===== src/rtl/axi4lite_cmd_sequencer.sv =====
// axi4lite_cmd_sequencer
// Command front-end sitting directly upstream of the AXI4-Lite master.
// Write/read commands are buffered in a small FIFO, issued one at a time as
// single-cycle start_write/start_read pulses, and each completion (done) is
// returned as one response on a valid/ready port.
// Optional build macro: CMDSEQ_TIMEOUT_EN enables a WAIT-state watchdog that
// aborts a command with rsp_err=1 after TIMEOUT_CYCLES cycles without done.
module axi4lite_cmd_sequencer #(
  parameter int ADDR_WIDTH     = 2,
  parameter int DATA_WIDTH     = 8,
  parameter int FIFO_DEPTH     = 4,
  parameter int TIMEOUT_CYCLES = 64
) (
  input  logic                        clk,
  input  logic                        rst_n,
  input  logic                        cmd_valid,
  output logic                        cmd_ready,
  input  logic                        cmd_rw,
  input  logic [ADDR_WIDTH-1:0]       cmd_addr,
  input  logic [DATA_WIDTH-1:0]       cmd_wdata,
  output logic                        start_write,
  output logic                        start_read,
  output logic [ADDR_WIDTH-1:0]       write_addr,
  output logic [ADDR_WIDTH-1:0]       read_addr,
  output logic [DATA_WIDTH-1:0]       write_data,
  input  logic                        done,
  input  logic [DATA_WIDTH-1:0]       read_data,
  output logic                        rsp_valid,
  input  logic                        rsp_ready,
  output logic                        rsp_rw,
  output logic [DATA_WIDTH-1:0]       rsp_data,
  output logic                        rsp_err,
  output logic                        busy,
  output logic [$clog2(FIFO_DEPTH):0] fifo_count
);

  localparam int PTR_W   = $clog2(FIFO_DEPTH);
  localparam int CNT_W   = PTR_W + 1;
  localparam int ENTRY_W = 1 + ADDR_WIDTH + DATA_WIDTH;

  // Reject parameter values the pointer arithmetic cannot handle
  if (FIFO_DEPTH < 2 || (FIFO_DEPTH & (FIFO_DEPTH - 1)) != 0) begin : g_bad_depth
    $error("FIFO_DEPTH must be a power of two and at least 2");
  end
  if (TIMEOUT_CYCLES < 1) begin : g_bad_timeout
    $error("TIMEOUT_CYCLES must be at least 1");
  end

  typedef enum logic [1:0] {
    IDLE  = 2'd0,
    ISSUE = 2'd1,
    WAIT  = 2'd2,
    RESP  = 2'd3
  } state_t;

  state_t state;
  state_t state_next;

  logic [ENTRY_W-1:0]    fifo_mem [FIFO_DEPTH];
  logic [ENTRY_W-1:0]    fifo_head;
  logic [PTR_W-1:0]      wr_ptr;
  logic [PTR_W-1:0]      rd_ptr;
  logic [CNT_W-1:0]      count;
  logic                  fifo_empty;
  logic                  fifo_full;
  logic                  push;
  logic                  pop;

  logic                  hold_rw;
  logic [ADDR_WIDTH-1:0] hold_addr;
  logic [DATA_WIDTH-1:0] hold_wdata;

  logic                  wait_done;
  logic                  wait_timeout;

  assign fifo_empty = (count == '0);
  assign fifo_full  = (count == CNT_W'(FIFO_DEPTH));
  assign push       = cmd_valid && !fifo_full;
  assign pop        = (state == IDLE) && !fifo_empty;
  assign fifo_head  = fifo_mem[rd_ptr];
  assign wait_done  = (state == WAIT) && done;

  assign cmd_ready  = !fifo_full;
  assign fifo_count = count;
  assign busy       = (state != IDLE) || !fifo_empty;

  // Command storage; contents need no reset because count guards every read
  always_ff @(posedge clk) begin
    if (push) begin
      fifo_mem[wr_ptr] <= {cmd_rw, cmd_addr, cmd_wdata};
    end
  end

  // FIFO pointers and occupancy; pointers wrap naturally at the power-of-two depth
  always_ff @(posedge clk or negedge rst_n) begin
    if (!rst_n) begin
      wr_ptr <= '0;
      rd_ptr <= '0;
      count  <= '0;
    end else begin
      if (push) begin
        wr_ptr <= wr_ptr + 1'b1;
      end
      if (pop) begin
        rd_ptr <= rd_ptr + 1'b1;
      end
      case ({push, pop})
        2'b10:   count <= count + 1'b1;
        2'b01:   count <= count - 1'b1;
        default: count <= count;
      endcase
    end
  end

  // Holding registers keep the active command stable from ISSUE until WAIT ends
  always_ff @(posedge clk or negedge rst_n) begin
    if (!rst_n) begin
      hold_rw    <= 1'b0;
      hold_addr  <= '0;
      hold_wdata <= '0;
    end else if (pop) begin
      hold_rw    <= fifo_head[ENTRY_W-1];
      hold_addr  <= fifo_head[DATA_WIDTH +: ADDR_WIDTH];
      hold_wdata <= fifo_head[DATA_WIDTH-1:0];
    end
  end

`ifdef CMDSEQ_TIMEOUT_EN
  localparam int TMR_W = $clog2(TIMEOUT_CYCLES + 1);

  logic [TMR_W-1:0] wait_timer;

  // Watchdog counts cycles spent in WAIT; cleared during ISSUE so it starts at 0
  always_ff @(posedge clk or negedge rst_n) begin
    if (!rst_n) begin
      wait_timer <= '0;
    end else if (state == ISSUE) begin
      wait_timer <= '0;
    end else if (state == WAIT) begin
      wait_timer <= wait_timer + 1'b1;
    end
  end

  assign wait_timeout = (state == WAIT) && !done &&
                        (wait_timer == TMR_W'(TIMEOUT_CYCLES - 1));
`else
  assign wait_timeout = 1'b0;
`endif

  // FSM state register
  always_ff @(posedge clk or negedge rst_n) begin
    if (!rst_n) begin
      state <= IDLE;
    end else begin
      state <= state_next;
    end
  end

  // FSM next-state logic; done is only meaningful in WAIT
  always_comb begin
    state_next = state;
    case (state)
      IDLE:    if (!fifo_empty) state_next = ISSUE;
      ISSUE:   state_next = WAIT;
      WAIT:    if (wait_done || wait_timeout) state_next = RESP;
      RESP:    if (rsp_ready) state_next = IDLE;
      default: state_next = IDLE;
    endcase
  end

  // FSM outputs: one-cycle start pulse in ISSUE, address/data held through WAIT
  always_comb begin
    start_write = 1'b0;
    start_read  = 1'b0;
    write_addr  = '0;
    read_addr   = '0;
    write_data  = '0;
    if (state == ISSUE || state == WAIT) begin
      if (hold_rw) begin
        write_addr = hold_addr;
        write_data = hold_wdata;
      end else begin
        read_addr  = hold_addr;
      end
    end
    if (state == ISSUE) begin
      start_write = hold_rw;
      start_read  = !hold_rw;
    end
  end

  // Response register: loaded on completion or abort, held until accepted
  always_ff @(posedge clk or negedge rst_n) begin
    if (!rst_n) begin
      rsp_valid <= 1'b0;
      rsp_rw    <= 1'b0;
      rsp_data  <= '0;
      rsp_err   <= 1'b0;
    end else if (wait_done || wait_timeout) begin
      rsp_valid <= 1'b1;
      rsp_rw    <= hold_rw;
      rsp_data  <= (wait_done && !hold_rw) ? read_data : '0;
      rsp_err   <= !wait_done;
    end else if (state == RESP && rsp_ready) begin
      rsp_valid <= 1'b0;
    end
  end

endmodule

===== config.mk =====
export PLATFORM = sky130hd
export DESIGN_NAME = axi4lite_cmd_sequencer
export DESIGN_NICKNAME = d
export VERILOG_FILES = /design/src/rtl/axi4lite_cmd_sequencer.sv
export SDC_FILE = /design/constraint.sdc
export NUM_CORES = 1
export LEC_CHECK = 0
export BUFFER_PORTS_ARGS = -buffer_cell sky130_fd_sc_hd__buf_2
export CAP_MARGIN = 20
export CORE_UTILIZATION = 25
export CTS_CLUSTER_DIAMETER = 120
export DETAILED_ROUTE_END_ITERATION = 8
export PLACE_DENSITY = 0.46
export RECOVER_POWER = 50
export SYNTH_ARGS = -nofsm -noshare
export SYNTH_HDL_FRONTEND = slang
export SYNTH_SLANG_ARGS = --single-unit

===== constraint.sdc =====
create_clock -name clk -period 3.07 [get_ports clk]
set_clock_uncertainty 0.1 [all_clocks]
set_input_delay 0.614 -clock clk [delete_from_list [all_inputs] [get_ports clk]]
set_output_delay 0.614 -clock clk [all_outputs]
set_load 0.02 [all_outputs]

== After elaboration in Yosys (flattened, before gate mapping) ==
Memory sizes are Yosys's and may differ from the RTL's. A register that Yosys moved wholly into a read port is not among the register bits.
Cells that the tools add are included.

* Register bits: 20
* Latch bits: 0
* Bits in writable memories: 44
* Memory bits (read-only): 0
* Input bits: 24
* Output and inout bits: 30
* Memories: 1

{| class="wikitable"
|+ Memories
! name !! depth !! width !! rd ports !! clocked after memory_dff !! write ports !! RTL line !! RTL
|-
| fifo_mem || 4 || 11 || 1 || 1 || 1 || 59 || <nowiki>logic [ENTRY_W-1:0] fifo_mem [FIFO_DEPTH];</nowiki>
|}

* $add $sub $neg: 4
* $mul: 0
* Div/mod/pow operators: 0
* Order comparisons: 0
* Equality and inequality tests: 9
* Shift operators: 0
* Muxes and demuxes: 18
* Bitwise logic cells: 0
* Reduce and logical (&&, ||, !) cells: 18

{| class="wikitable"
|+ Operators with widths
! operator !! number
|-
| two-way mux 8 bit || 3
|-
| two-way mux 2 bit || 7
|-
| one-hot mux 2 bit (4 select lines) || 1
|-
| equality test 2 bit, second input constant || 3
|-
| two-way mux 1 bit || 6
|-
| != test 2 bit, second input constant || 3
|-
| one-hot mux 3 bit (2 select lines) || 1
|-
| nonzero test 2 bit || 3
|-
| logical AND 1 bit || 5
|-
| logical NOT 1 bit || 5
|-
| adder 2 x 1 -> 2 bit, second input constant || 2
|-
| equality test 2 x 1 -> 1 bit, second input constant || 2
|-
| adder 3 x 1 -> 3 bit, second input constant || 1
|-
| equality test 3 bit, second input constant || 1
|-
| logical NOT 3 bit || 1
|-
| AND reduction 3 bit || 1
|-
| subtractor 3 x 1 -> 3 bit, second input constant || 1
|-
| logical NOT 2 bit || 1
|-
| logical OR 1 bit || 2
|}

== Longest topological paths before layout ==
* Depth in word-level cells: 5
* Mapped depth: 11
* Depth with buffers taken out: 10

== Worst setup path after synthesis ==
Ideal clock, no wire load.

* Path kind: flip-flop to flip-flop
* From: reg count[2], in the netlist fifo_count[2]
* To: reg count[2], in the netlist fifo_count[2]
* Library setup time: 0.080 ns
* Data arrival time: 2.156 ns
* Required time: 2.890 ns
* Setup slack: 0.734 ns
* Cell stages (with the launch flop): 10
* Path buffers: 0
* Period minus slack after synthesis: 2.336 ns
* Cells stage by stage: dfrtp_1 or3b_4 and2_4 inv_1 ha_1 inv_1 fa_1 xor2_1 nor2_1 xor2_1

* Longest elaborated chain between the ends: 5
* Elaborated cells on any way between the ends: 12
* Classes of those cells: add/sub: 2; eq/ne: 3; mux: 1; reduce/logical: 6

{| class="wikitable"
|+ RTL lines
! what !! RTL line !! RTL
|-
| start, declared || 63 || <nowiki>logic [CNT_W-1:0] count;</nowiki>
|-
| start signal, assigned || 108 || <nowiki>2'b10: count <= count + 1'b1;</nowiki>
|-
| start signal, assigned || 109 || <nowiki>2'b01: count <= count - 1'b1;</nowiki>
|-
| start signal, assigned || 110 || <nowiki>default: count <= count;</nowiki>
|-
| equality test 3 bit * || 77 || <nowiki>assign fifo_full = (count == CNT_W'(FIFO_DEPTH));</nowiki>
|-
| logical NOT 1 bit * || -- ||
|-
| net cmd_ready || 17 || <nowiki>output logic cmd_ready,</nowiki>
|-
| logical AND 1 bit * || 78 || <nowiki>assign push = cmd_valid && !fifo_full;</nowiki>
|-
| equality test 2 x 1 -> 1 bit / equality test 2 bit (equally long branches) || 107 || <nowiki>case ({push, pop})</nowiki>
|-
| one-hot mux 3 bit (2 select lines) / nonzero test 2 bit (equally long branches) || -- ||
|}

Mark *: on every way through the listed nets, which the timed path passes. The rest lies on a longest branch.
A chain may end at the register's enable or synchronous reset.

== Worst setup path after layout ==
* From: reg count[1], in the netlist fifo_count[1]
* To: reg count[2], in the netlist fifo_count[2]

* Longest elaborated chain between the ends: 5
* Elaborated cells on any way between the ends: 12
* Classes of those cells: add/sub: 2; eq/ne: 3; mux: 1; reduce/logical: 6

{| class="wikitable"
|+ RTL lines
! what !! RTL line
|-
| equality test 3 bit / logical NOT 3 bit (equally long branches) || 77, 76
|-
| logical NOT 1 bit (on tied branches) || --
|-
| logical AND 1 bit (on tied branches) || 78, 79
|-
| equality test 2 x 1 -> 1 bit / equality test 2 bit (equally long branches) || 107
|-
| one-hot mux 3 bit (2 select lines) / nonzero test 2 bit (equally long branches) || --
|}

Several ways; a longest one is shown, not always the timed one.

==> summary.md <==
| Metric | Value |
|---|---|
| Port bufs | 53 |
| Sequential area share after synthesis | 0.676 |
| WS Path Type | reg -> reg |
| Max-cap violations | 1 |
| CTS root buf | clkbuf_16 |
| Post-synth ARST share | 0.413 |
| Vias | 1,783 |
| Synthesized cell area | 3100 sq um |
| Final Cycle Share | 0.779 |
| Sum of negative setup slack | 0 ns |
| Number of flops mapped to enable cells by yosys | 44 |
| Final hold slack | 0.368 ns |
| Syn Nets | 249 |
| Outcome | complete, but fails checks |
| Maximum vdd drop | 0.000333 V |
| Largest net degree at the start of global routing | 32 |
| Cell with the most instances after synthesis | nand2_1 |
| Final hold viol count | 0 |
| Post-Synthesis Cells | 215 |
| Postcts setup bufs | 0 |
| DRT Wirelength | 5.83 mm |
| Minimum clock period | 2.39 ns |
| Synth top area share | 0.426 |
| Max-slew violation count | 32 |
| Area grow syn2layout | 23.3% |
| FP Rows | 40 |
| PwrDens | 1050 nW/um^2 |
| Residual DRC | 0 |
| ANT cells | 0 |
| # clock sinks | 75 |
| DR WL/cell | 13.1 microns |
| Core area | 12,100 sq um |
| Setup crit start kind | flip-flop |
| I/O pins | 54 |
| Worst R2R Path Depth | 9 |
| Pin slew with the least headroom to its limit | 1.69 ns |
| H-tree depth | 3 |
| Hold-fix buffers at CTS | 0 |
| Drt first-iter violations | 104 |
| Hold WC Path Type | reg -> reg |
| Share of cells above drive strength 1 | 0.217 |
| DP Wirelength | 3.97 mm |
| Die W | 113 microns |
| Max Clk Rate | 418 MHz |
| Setup crit end kind | flip-flop |
| Hold depth | 2 |
| Fillers | 1,227 |
| Routed Antenna Nets | 0 |
| Num CTS Buffers | 9 |
| Register area | 2100 sq um |
| Tot GR Track Use | 0.0983 |
| Netlist cell types | 28 |
| Area contributors post-synth | edfxtp_1 (43%), dfrtp_1 (25%), mux4_2 (8.0%), nand2_1 (5.8%), ha_1 (3.6%) |
| Vias per Instance | 4.01 |
| Ys flop type | edfxtp_1 |
| CTS tree | built |
| Area of the multi-input gates | 926 sq um |
| Max-slew headroom | -0.129 |
| Unrepaired setup endpoints after global routing | no |
| Final net count | 306 |
| Synth area leader | edfxtp_1 |
| Die area | 12,900 sq um |
| Starting Density | 0.257 |
| Setup violators final | 0 |
| GP Congestion | 0.664 |
| CP arrival | 2.54 ns |
| Maximum clock path buffer count | 2 |
| Worst-Skew Late Latency | 0.33 ns |
| DR pass1 iterations | 4 |
| Seq cells post-synth | 75 |
| Antenna violations before repair | 0 |
| Clk slew on worst S/H paths | 0.06 ns |
| Failing checks | capacitance limit, slew limit |
| Cts repair resizes | 0 |
| Ys Warns | 0 |
| Die Y | 113 microns |
| Synth top cells by count | nand2_1 (48), edfxtp_1 (44), dfrtp_1 (31) |
| GRT Residual Overflow | 0 |
| Worst Path Required | 3.22 ns |
| Syn avg cell area | 14.4 sq um |
| First-pass GRT wire length | 9.43 mm |
| Vias in the first global route | 1,750 |
| Static Leak | 1.61 nW |
| Crit Path Max Fanout | 6 |
## cells in the final DEF, fill, tap and decap left out, drive strengths merged, types with 2 or more instances in the layout
| master | netlist | final |
|---|---|---|
| xnor2 | 4 | 4 |
| inv | 10 | 11 |
| xor2 | 2 | 2 |
| nor2b | 2 | 2 |
| nand2 | 48 | 48 |
| clkinv | 0 | 3 |
| ha | 9 | 9 |
| and3 | 14 | 14 |
| edfxtp | 44 | 44 |
| buf | 4 | 30 |
| nand2b | 8 | 8 |
| o21ai | 9 | 9 |
| dfrtp | 31 | 31 |
| and3b | 2 | 2 |
| clkbuf | 4 | 33 |
| mux4 | 11 | 11 |
| bufinv | 0 | 2 |
| mux2 | 3 | 3 |
| and2 | 3 | 3 |
## layer usage
metal  share of wire  vias to the layer above  wire length (microns)  track usage
met2            0.42                       55                   2470        0.144
met4           0.025                        0                    144       0.0553
met5               0                        -                      0            0
met3           0.064                       11                    374       0.0308
met1            0.49                      846                   2850        0.129
li1                -                      871                      -            -
## area by class of cell
cell class,instances,share of cell area
Sequential cell,75,0.548
Timing Repair Buffer,54,0.0628
Multi-Input combinational cell,122,0.242
Clock buffer,9,0.0589
Tap cell,168,0.0549
Inverter,10,0.00981
Clock inverter,7,0.0235
## report_power, final
part | internal [mW] | leakage (nW) | switching (mW)
Sequential | 1.40 | 0.786 | 0.250
Combinational | 0.541 | 0.671 | 0.715
Clock | 0.708 | 0.153 | 0.404
Total | 2.65 | 1.61 | 1.37
## sequential cells by signal (all words and copies together) (netlist names)
register / cells
rsp_valid: 1
hold_wdata: 8
hold_addr: 2
rsp_rw: 1
rsp_data: 8
state: 2
rsp_err: 1
fifo_count: 3
wr_ptr: 2
hold_rw: 1
fifo_mem: 44
rd_ptr: 2
## kinds of logic after synthesis
family | Yosys count | share of synthesized area
xor+xnor | 6 | 0.0169
flops | 75 | 0.676
fa+ha+maj | 10 | 0.0427
buf+inv | 18 | 0.0242
compound gates | 12 | 0.0230
simple gates | 80 | 0.125
mux | 14 | 0.0919
## worst paths after layout
kind / slack, ns / endpoint / startpoint
max reg2reg: 0.68 / fifo_count[2] / fifo_count[1]
min: 0.37 / rsp_valid / rsp_valid
max: 0.68 / fifo_count[2] / fifo_count[1]
max in group asynchronous: 1.27 / rd_ptr[1] / rst_n
min reg2reg: 0.37 / rsp_valid / rsp_valid
min in group asynchronous: 0.62 / rsp_data[3] / rst_n
## stage by stage
step	instance area, sq um	utilization	setup slack, ns	cells	total power, mW
6_report	3830	0.317	0.679	445	4.01
4_1_cts	3860	0.320	0.719	445	4.12
3_5_place_dp	3550	0.294	0.782	429	3.00
2_1_floorplan	3100	-	0.734	215	2.60
5_1_grt	3830	0.317	0.495	445	4.31
3_3_place_gp	3550	0.294	0.815	429	2.98
## worst max-delay path: stages (launching register included)
cell and delay [ns]:
dfrtp_1 0.42, or3b_1 0.46, and2_0 0.25, inv_1 0.08
ha_1 0.17, inv_1 0.06, fa_1 0.37, xor2_1 0.15
nor2_1 0.11, xor2_1 0.14
Note: power is estimated with default switching activity, not from simulation.
